### src/rtl/sort_pkg.sv
// Shared types and defaults for the parameterised batch sorter.
package sort_pkg;

    typedef enum logic [1:0] {
        ST_IDLE  = 2'd0,
        ST_LOAD  = 2'd1,
        ST_SORT  = 2'd2,
        ST_DRAIN = 2'd3
    } state_t;

    localparam int DEFAULT_DATA_W = 8;
    localparam int DEFAULT_DEPTH  = 8;

endpackage

### src/rtl/param_sorter_if.sv
// Control, load-stream and result-stream bundle between a batch producer and the sorter.
interface param_sorter_if
    import sort_pkg::*;
#(
    parameter int DATA_W = DEFAULT_DATA_W
);

    logic              start;
    logic              descending;
    logic              in_valid;
    logic [DATA_W-1:0] in_data;
    logic              in_ready;
    logic              out_valid;
    logic [DATA_W-1:0] out_data;
    logic              out_ready;
    logic              out_last;
    logic              busy;
    logic              done;

    modport master (
        output start, descending, in_valid, in_data, out_ready,
        input  in_ready, out_valid, out_data, out_last, busy, done
    );

    modport slave (
        input  start, descending, in_valid, in_data, out_ready,
        output in_ready, out_valid, out_data, out_last, busy, done
    );

endinterface

### src/rtl/sort_cas.sv
// Combinational compare-and-swap of one adjacent pair; equal values are never swapped.
module sort_cas
    import sort_pkg::*;
#(
    parameter int DATA_W = DEFAULT_DATA_W
) (
    input  logic [DATA_W-1:0] i_a,
    input  logic [DATA_W-1:0] i_b,
    input  logic              i_en,
    input  logic              i_desc,
    output logic [DATA_W-1:0] o_a,
    output logic [DATA_W-1:0] o_b
);

    logic w_swap;

    assign w_swap = i_en && (i_desc ? (i_a < i_b) : (i_a > i_b));
    assign o_a    = w_swap ? i_b : i_a;
    assign o_b    = w_swap ? i_a : i_b;

endmodule

### src/rtl/param_sorter.sv
// Batch sorter: loads DEPTH elements, runs DEPTH odd-even transposition phases,
// then streams the sorted batch out with out_last on the final element.
module param_sorter
    import sort_pkg::*;
#(
    parameter int DATA_W = DEFAULT_DATA_W,
    parameter int DEPTH  = DEFAULT_DEPTH
) (
    input  logic           clk,
    input  logic           rst_n,
    param_sorter_if.slave  bus
);

    localparam int IDX_W = (DEPTH > 1) ? $clog2(DEPTH) : 1;
    localparam logic [IDX_W-1:0] LAST_IDX = IDX_W'(DEPTH - 1);

    if (DEPTH < 2) begin : g_depth_check
        $error("param_sorter: DEPTH must be 2 or more");
    end

    state_t            r_state;
    logic [IDX_W-1:0]  r_idx;
    logic [IDX_W-1:0]  r_phase;
    logic              r_desc;
    logic              r_in_ready;
    logic              r_out_valid;
    logic              r_out_last;
    logic [DATA_W-1:0] r_out_data;
    logic              r_busy;
    logic              r_done;
    logic [DATA_W-1:0] r_mem [DEPTH];

    logic [DATA_W-1:0] w_next  [DEPTH];
    logic [DATA_W-1:0] w_cas_a [DEPTH-1];
    logic [DATA_W-1:0] w_cas_b [DEPTH-1];
    logic [DEPTH-2:0]  w_en;
    logic [IDX_W-1:0]  w_idx_inc;

    assign w_idx_inc = r_idx + 1'b1;

    // Even phases pair (0,1),(2,3)...; odd phases pair (1,2),(3,4)...
    for (genvar g = 0; g < DEPTH - 1; g++) begin : g_cas
        localparam logic PAR = 1'(g % 2);

        assign w_en[g] = (r_phase[0] == PAR);

        sort_cas #(
            .DATA_W (DATA_W)
        ) u_cas (
            .i_a    (r_mem[g]),
            .i_b    (r_mem[g+1]),
            .i_en   (w_en[g]),
            .i_desc (r_desc),
            .o_a    (w_cas_a[g]),
            .o_b    (w_cas_b[g])
        );
    end

    always_comb begin
        for (int i = 0; i < DEPTH; i++) begin
            w_next[i] = r_mem[i];
        end
        for (int i = 0; i < DEPTH - 1; i++) begin
            if (w_en[i]) begin
                w_next[i]   = w_cas_a[i];
                w_next[i+1] = w_cas_b[i];
            end
        end
    end

    always_ff @(posedge clk) begin
        if (r_state == ST_LOAD && bus.in_valid && r_in_ready) begin
            r_mem[r_idx] <= bus.in_data;
        end else if (r_state == ST_SORT) begin
            r_mem <= w_next;
        end
    end

    // DRAIN spends its first cycle fetching element 0, then streams without bubbles.
    always_ff @(posedge clk or negedge rst_n) begin
        if (!rst_n) begin
            r_state     <= ST_IDLE;
            r_idx       <= '0;
            r_phase     <= '0;
            r_desc      <= 1'b0;
            r_in_ready  <= 1'b0;
            r_out_valid <= 1'b0;
            r_out_last  <= 1'b0;
            r_out_data  <= '0;
            r_busy      <= 1'b0;
            r_done      <= 1'b0;
        end else begin
            r_done <= 1'b0;
            case (r_state)
                ST_IDLE: begin
                    if (bus.start) begin
                        r_state    <= ST_LOAD;
                        r_desc     <= bus.descending;
                        r_idx      <= '0;
                        r_in_ready <= 1'b1;
                        r_busy     <= 1'b1;
                    end
                end
                ST_LOAD: begin
                    if (bus.in_valid && r_in_ready) begin
                        if (r_idx == LAST_IDX) begin
                            r_state    <= ST_SORT;
                            r_phase    <= '0;
                            r_in_ready <= 1'b0;
                        end else begin
                            r_idx <= w_idx_inc;
                        end
                    end
                end
                ST_SORT: begin
                    if (r_phase == LAST_IDX) begin
                        r_state <= ST_DRAIN;
                        r_idx   <= '0;
                    end else begin
                        r_phase <= r_phase + 1'b1;
                    end
                end
                ST_DRAIN: begin
                    if (!r_out_valid) begin
                        r_out_valid <= 1'b1;
                        r_out_data  <= r_mem[r_idx];
                        r_out_last  <= (r_idx == LAST_IDX);
                    end else if (bus.out_ready) begin
                        if (r_out_last) begin
                            r_state     <= ST_IDLE;
                            r_out_valid <= 1'b0;
                            r_out_last  <= 1'b0;
                            r_busy      <= 1'b0;
                            r_done      <= 1'b1;
                        end else begin
                            r_idx      <= w_idx_inc;
                            r_out_data <= r_mem[w_idx_inc];
                            r_out_last <= (w_idx_inc == LAST_IDX);
                        end
                    end
                end
                default: begin
                    r_state <= ST_IDLE;
                end
            endcase
        end
    end

    assign bus.in_ready  = r_in_ready;
    assign bus.out_valid = r_out_valid;
    assign bus.out_data  = r_out_data;
    assign bus.out_last  = r_out_last;
    assign bus.busy      = r_busy;
    assign bus.done      = r_done;

endmodule

### src/flat_wrapper.sv
// flat-port wrapper written by rule: the top's interface ports become plain ports
module param_sorter_flat import sort_pkg::*;
#(
    parameter int DATA_W = DEFAULT_DATA_W,
    parameter int DEPTH  = DEFAULT_DEPTH
)
  (clk, rst_n, bus_start, bus_descending, bus_in_valid, bus_in_data, bus_out_ready, bus_in_ready, bus_out_valid, bus_out_data, bus_out_last, bus_busy, bus_done);
  param_sorter_if #(.DATA_W(DATA_W)) bus_i ();
  input  logic clk;
  input  logic rst_n;
  input wire logic [$bits(bus_i.start)-1:0] bus_start;
  input wire logic [$bits(bus_i.descending)-1:0] bus_descending;
  input wire logic [$bits(bus_i.in_valid)-1:0] bus_in_valid;
  input wire logic [$bits(bus_i.in_data)-1:0] bus_in_data;
  input wire logic [$bits(bus_i.out_ready)-1:0] bus_out_ready;
  output wire logic [$bits(bus_i.in_ready)-1:0] bus_in_ready;
  output wire logic [$bits(bus_i.out_valid)-1:0] bus_out_valid;
  output wire logic [$bits(bus_i.out_data)-1:0] bus_out_data;
  output wire logic [$bits(bus_i.out_last)-1:0] bus_out_last;
  output wire logic [$bits(bus_i.busy)-1:0] bus_busy;
  output wire logic [$bits(bus_i.done)-1:0] bus_done;
  assign bus_i.start = bus_start;
  assign bus_i.descending = bus_descending;
  assign bus_i.in_valid = bus_in_valid;
  assign bus_i.in_data = bus_in_data;
  assign bus_i.out_ready = bus_out_ready;
  assign bus_in_ready = bus_i.in_ready;
  assign bus_out_valid = bus_i.out_valid;
  assign bus_out_data = bus_i.out_data;
  assign bus_out_last = bus_i.out_last;
  assign bus_busy = bus_i.busy;
  assign bus_done = bus_i.done;
  param_sorter #(.DATA_W(DATA_W), .DEPTH(DEPTH)) u_core (.clk(clk), .rst_n(rst_n), .bus(bus_i));
endmodule
### config.mk
export PLATFORM = sky130hd
export DESIGN_NAME = param_sorter_flat
export DESIGN_NICKNAME = d
export VERILOG_FILES = /design/src/rtl/sort_pkg.sv /design/src/rtl/param_sorter_if.sv /design/src/rtl/sort_cas.sv /design/src/rtl/param_sorter.sv /design/src/flat_wrapper.sv
export SDC_FILE = /design/constraint.sdc
export NUM_CORES = 1
export LEC_CHECK = 0
export ABC_AREA = 1
export CAP_MARGIN = 20
export CORE_MARGIN = 8
export CORE_UTILIZATION = 60
export CTS_BUF_LIST = sky130_fd_sc_hd__clkbuf_8
export DETAILED_ROUTE_END_ITERATION = 7
export HOLD_SLACK_MARGIN = 0.02
export PLACE_DENSITY = 0.78
export SETUP_SLACK_MARGIN = 0.02
export SYNTH_ARGS = -nofsm -noshare
export SYNTH_HDL_FRONTEND = slang
export SYNTH_HIERARCHICAL = 1
export SYNTH_SLANG_ARGS = --single-unit
### constraint.sdc
create_clock -name clk -period 2.9 [get_ports clk]
set_input_delay 0.58 -clock clk [delete_from_list [all_inputs] [get_ports clk]]
set_output_delay 0.58 -clock clk [all_outputs]
set_load 0.005 [all_outputs]
After elaboration in Yosys (flattened, before gate mapping)
Cells that the tools add are included.
Storage, ports and cells
  flip-flop bits (word level): 86
  input bits: 14
  output and inout port bits: 13
  word-level logic and storage cells: 180
Operators by class
  add/subtract/negate cells: 2
  $lt $le $gt $ge: 17
  equality and inequality tests: 22
  muxes and demuxes: 80
  bitwise operators: 3
  reductions and logical operators: 38
Operators by type and width (count)
  2-to-1 mux 8 bit: 22
  2-to-1 mux 64 bit: 2
  2-to-1 mux 16 bit: 7
  bitwise mux 64 bit: 1
  > comparator 8 bit: 7
  less-than comparator 8 bit: 7
  binary-select mux 8 bit (select 3 bit): 2
  2-to-1 mux 3 bit: 10
  AND reduction 3 bit: 9
  demux 8 bit (select 3 bit): 1
  2-to-1 mux 1 bit: 23
  inequality test 2 bit, second input constant: 11
  2-to-1 mux 2 bit: 7
  AND reduction 7 bit: 2
  case mux 3 bit (4 select lines): 1
  nonzero test 2 bit: 6
  nonzero test 3 bit: 4
  logical AND 1 bit: 11
  == test 3 bit, second input constant: 3
  inequality test 3 bit, second input constant: 3
  greater-or-equal comparator 4 bit, second input constant: 2
  inverter 3 -> 4 bit: 2
  case mux 2 bit (4 select lines): 1
  AND reduction 4 bit: 2
  other kinds (11): 16

Longest topological paths before layout
  depth in word-level cells: 13
  mapped depth: 17
  mapped depth without buffers: 16

Cells and area by module
The synthesis kept the hierarchy.
Modules (own cells, without submodules)
  param_sorter: instances 1, cells each 778, area an instance 5745.5 um2, seq. area each 2472.4 um2
  sort_cas: instances 7, cells each 92, area an instance 489.2 um2, seq. area each 0.0 um2

Worst setup path after synthesis
OpenSTA, ideal clock, no wires.
  path kind: reg-to-reg
  start: register u_core/r_mem[31] (netlist name)
  end: register u_core/r_mem[25] in the netlist's numbering (data pin)
  setup time: 0.176 ns
  data arrival time: 1.947 ns
  required time: 2.724 ns
  path slack: 0.777 ns
  stages on the path, launching flop included: 11
  path buffers: 1
  path through: edfxtp_1 ha_1 a21o_1 nor2_2 nand2_2 a21oi_4 buf_4 nand3_1 nand2_1 nor2_1 o32ai_1
RTL lines
  end signal: indexed assignment: RTL line param_sorter.sv:73  | r_mem[r_idx] <= bus.in_data;
  end signal: assignment: RTL line param_sorter.sv:75  | r_mem <= w_next;
  end: declaration: RTL line param_sorter.sv:31  | logic [DATA_W-1:0] r_mem [DEPTH];

Worst setup path after layout
  start: register u_core/r_mem[13] in the netlist's numbering
  end: register u_core/r_mem[13] in the netlist's numbering (data pin)
Between the ends
  cells in the longest elaborated chain, start to end: 4
  elaborated cells between the ends (all ways): 5
RTL lines
  2-to-1 mux 16 bit (2 in series): RTL line param_sorter.sv:64  | if (w_en[i]) begin
  2-to-1 mux 64 bit: RTL line param_sorter.sv:74  | end else if (r_state == ST_SORT) begin
  2-to-1 mux 64 bit *: RTL line param_sorter.sv:72  | if (r_state == ST_LOAD && bus.in_valid && r_in_ready) begin
Mark *: on every way between the ends. The rest lies on a longest branch, timed or not. The select of a mux whose other input is x is not followed.
A chain may end at the register's enable or synchronous reset.

==> results_dict.tcl <==
set metrics [dict create \
    grt_pass1_vias 8434 \
    clock.fmax_mhz 385.4 \
    cts_buffers 9 \
    ys_seq_area_share_pct 26.96 \
    clock_path_buffers 2 \
    drc 0 \
    maxSlewHeadroom_pct 56.12 \
    hold_class "flip-flop to flip-flop" \
    cts_tree "yes" \
    coreArea_mm2 0.01509 \
    crit_type "flip-flop to flip-flop" \
    cap_violations 0 \
    io_pins 27 \
    rr_startpoint "u_core/r_mem[13]" \
    gr-total-overflow 0 \
    ys_ff_latch 86 \
    cts_setup_buffers 0 \
    cts_hold_buf 0 \
    place_congestion 0.9620 \
    cp-start-kind "flip-flop" \
    rsz0062_at_grt "false" \
    synth_area_mm2 0.009170 \
    crit_slowest_cell "edfxtp_1" \
    antenna_found_initial 0 \
    ys_warn_count 6 \
    hold_viol_final 0 \
    crit_required_ns 3.09 \
    drt-initial-drc-count 1161 \
    chipWidth_um 139.6 \
    tns_ns 0 \
    fin_skew_ns 0.01859 \
    post-route-period-util_pct 89.48 \
    dieArea_mm2 0.01950 \
    cp-startpoint "u_core/r_mem[13]" \
    critPathMaxStageDelay_ns 0.56 \
    grt_pass1_wl_mm 43.97 \
    die_h_um 139.6 \
    path_cells "ha_1 -> a21oi_1 -> nor2_1 -> nor2_2 -> nand2_2 -> a21oi_4 -> buf_4 -> nand3_1 -> nand2_1 -> nor2_1 -> o32ai_1" \
    max_slew.worst_pin.slew_ns 0.6582 \
    initial_utilization_pct 60.77 \
    wl_met2_mm 12.68 \
    status "completed" \
    crit_arrival_ns 2.78 \
    area_growth_pct 5.813 \
    drtPass1Iterations 6 \
    worst_setup_path_end_kind "flip-flop" \
    grt_max_degree 70 \
    grt_use_total_pct 28.27 \
    synthCells 1422 \
    diodes 0 \
    routed.top_layer "met4" \
    io_buffers 26 \
    wl_mm 27.69 \
    dp_hpwl_mm 19.40 \
    hold_start "u_core/bus.out_data[2]" \
    clock-root-buffer "clkbuf_8" \
    drv_slew 0 \
    path_common_cell "nor2_1" \
    syn-num-nets 1503 \
    final_core_util_pct 64.30 \
    final_cell_mix "nand2_1 (506), nand3_1 (216), inv_1 (185)" \
    post_cts_resized 0 \
    ant_nets 0 \
    final_net_count 1503 \
    layout_commonest_cell "nand2_1" \
    clk-insertion-delay-late_ns 0.39 \
    period_minus_slack_ns 2.595 \
    cts.clk_slew.worst_paths_ns 0.09 \
    clock_sinks 86 \
    vias 9442 \
    setup_viol 0 \
    crit_fanout 10 \
    rows 45 \
    synth.distinct_cells 30 \
    htreeDepth 3 \
    rrSetupSlack_ns 0.31 \
    syn_avg_cell_area_um2 6.449 \
    vias_per_cell 5.846 \
    wl_per_cell_um 17.15 \
    layout-drive-gt1-share_pct 6.657 \
    wl_met1_mm 11.61 \
    wl_met3_mm 2.521 \
]
## metal layers
layer  GRT usage [%]  vias up
li1                -     4626
met1           36.43     4329
met2           45.00      426
met3           6.156       61
met4           12.06        0
met5               0        -
## cell families after synthesis
group	after synthesis	synth area share (%)
AND/OR/NAND/NOR	888	41.94
buffers and inverters	254	11.91
AO/OA/AOI/OAI	127	10.04
flip-flops	86	26.96
adder cells (fa/ha/maj)	67	9.142
## final cells by class
type | count | area [um2]
Multi-Input combinational cell | 1082 | 5605
Timing Repair Buffer | 51 | 460.4
Tap cell | 188 | 235.2
Inverter | 192 | 721.9
Clock inverter | 7 | 81.33
Clock buffer | 9 | 123.9
Sequential cell | 86 | 2475
Fill cell | 1439 | 5386
## flip-flops by register name (all words and copies together), names as in the netlist
signal                cells
u_core/bus.in_ready       1
u_core/bus.out_last       1
u_core/r_mem             64
u_core/bus.out_valid      1
u_core/bus.busy           1
u_core/r_desc             1
u_core/bus.out_data       8
u_core/r_idx              3
u_core/r_state            2
u_core/r_phase            3
u_core/bus.done           1
## cell usage after synthesis
cell / n / share of area, %
nand4_1: 8 / 0.55
edfxtp_1: 64 / 21
a21oi_1: 21 / 1.1
a21o_1: 7 / 0.57
nor2_2: 9 / 0.61
inv_2: 4 / 0.16
clkinv_1: 1 / 0.041
clkinv_2: 1 / 0.055
buf_2: 29 / 1.6
o21ai_0: 23 / 1.3
nand2_4: 14 / 1.7
buf_4: 13 / 1.1
nor2_8: 2 / 0.44
nand3_2: 6 / 0.65
nor2_1: 119 / 4.9
inv_1: 186 / 7.6
clkbuf_1: 13 / 0.53
a22oi_1: 1 / 0.082
buf_6: 7 / 0.86
o22ai_1: 2 / 0.14
o21ai_1: 15 / 0.82
ha_1: 67 / 9.1
nand3_1: 216 / 12
o32ai_1: 48 / 4.6
a31oi_1: 3 / 0.20
nand2_2: 7 / 0.48
nand2_1: 506 / 21
dfrtp_1: 22 / 6.0
nor2_4: 1 / 0.12
a21oi_4: 7 / 1.2
## critical path: cells and delay by family, from the launching register on
family | cells | cell delay, ns
buf+inv | 1 | 0.22
flops | 1 | 0.56
fa+ha+maj | 1 | 0.38
compound gates | 3 | 0.80
simple gates | 6 | 0.44
## metrics by stage
stage | std cells | hold WS, ns | area, um2 | setup slack (ns)
floorplan | 1422 | 0.2844 | 9170 | 0.7772
global placement | 1599 | 0.4663 | 9498 | 0.3825
detailed placement | 1599 | 0.4692 | 9498 | 0.3365
CTS | 1615 | 0.4946 | 9703 | 0.3107
global route | 1615 | 0.5251 | 9703 | 0.07525
finish | 1615 | 0.4900 | 9703 | 0.3051
## path summary, 6_finish.rpt
check | endpoint | cells after the start
max in group asynchronous | u_core/r_phase[0] | 2
min in group asynchronous | u_core/r_idx[1] | 2
setup / recovery | u_core/r_mem[13] | 11
hold reg to reg | u_core/bus.out_data[2] | 2
setup reg to reg | u_core/r_mem[13] | 11
hold / removal | u_core/bus.out_data[2] | 2
Power is not shown: default switching activity piles up to over one toggle a cycle in this logic, so the estimate is an artifact.
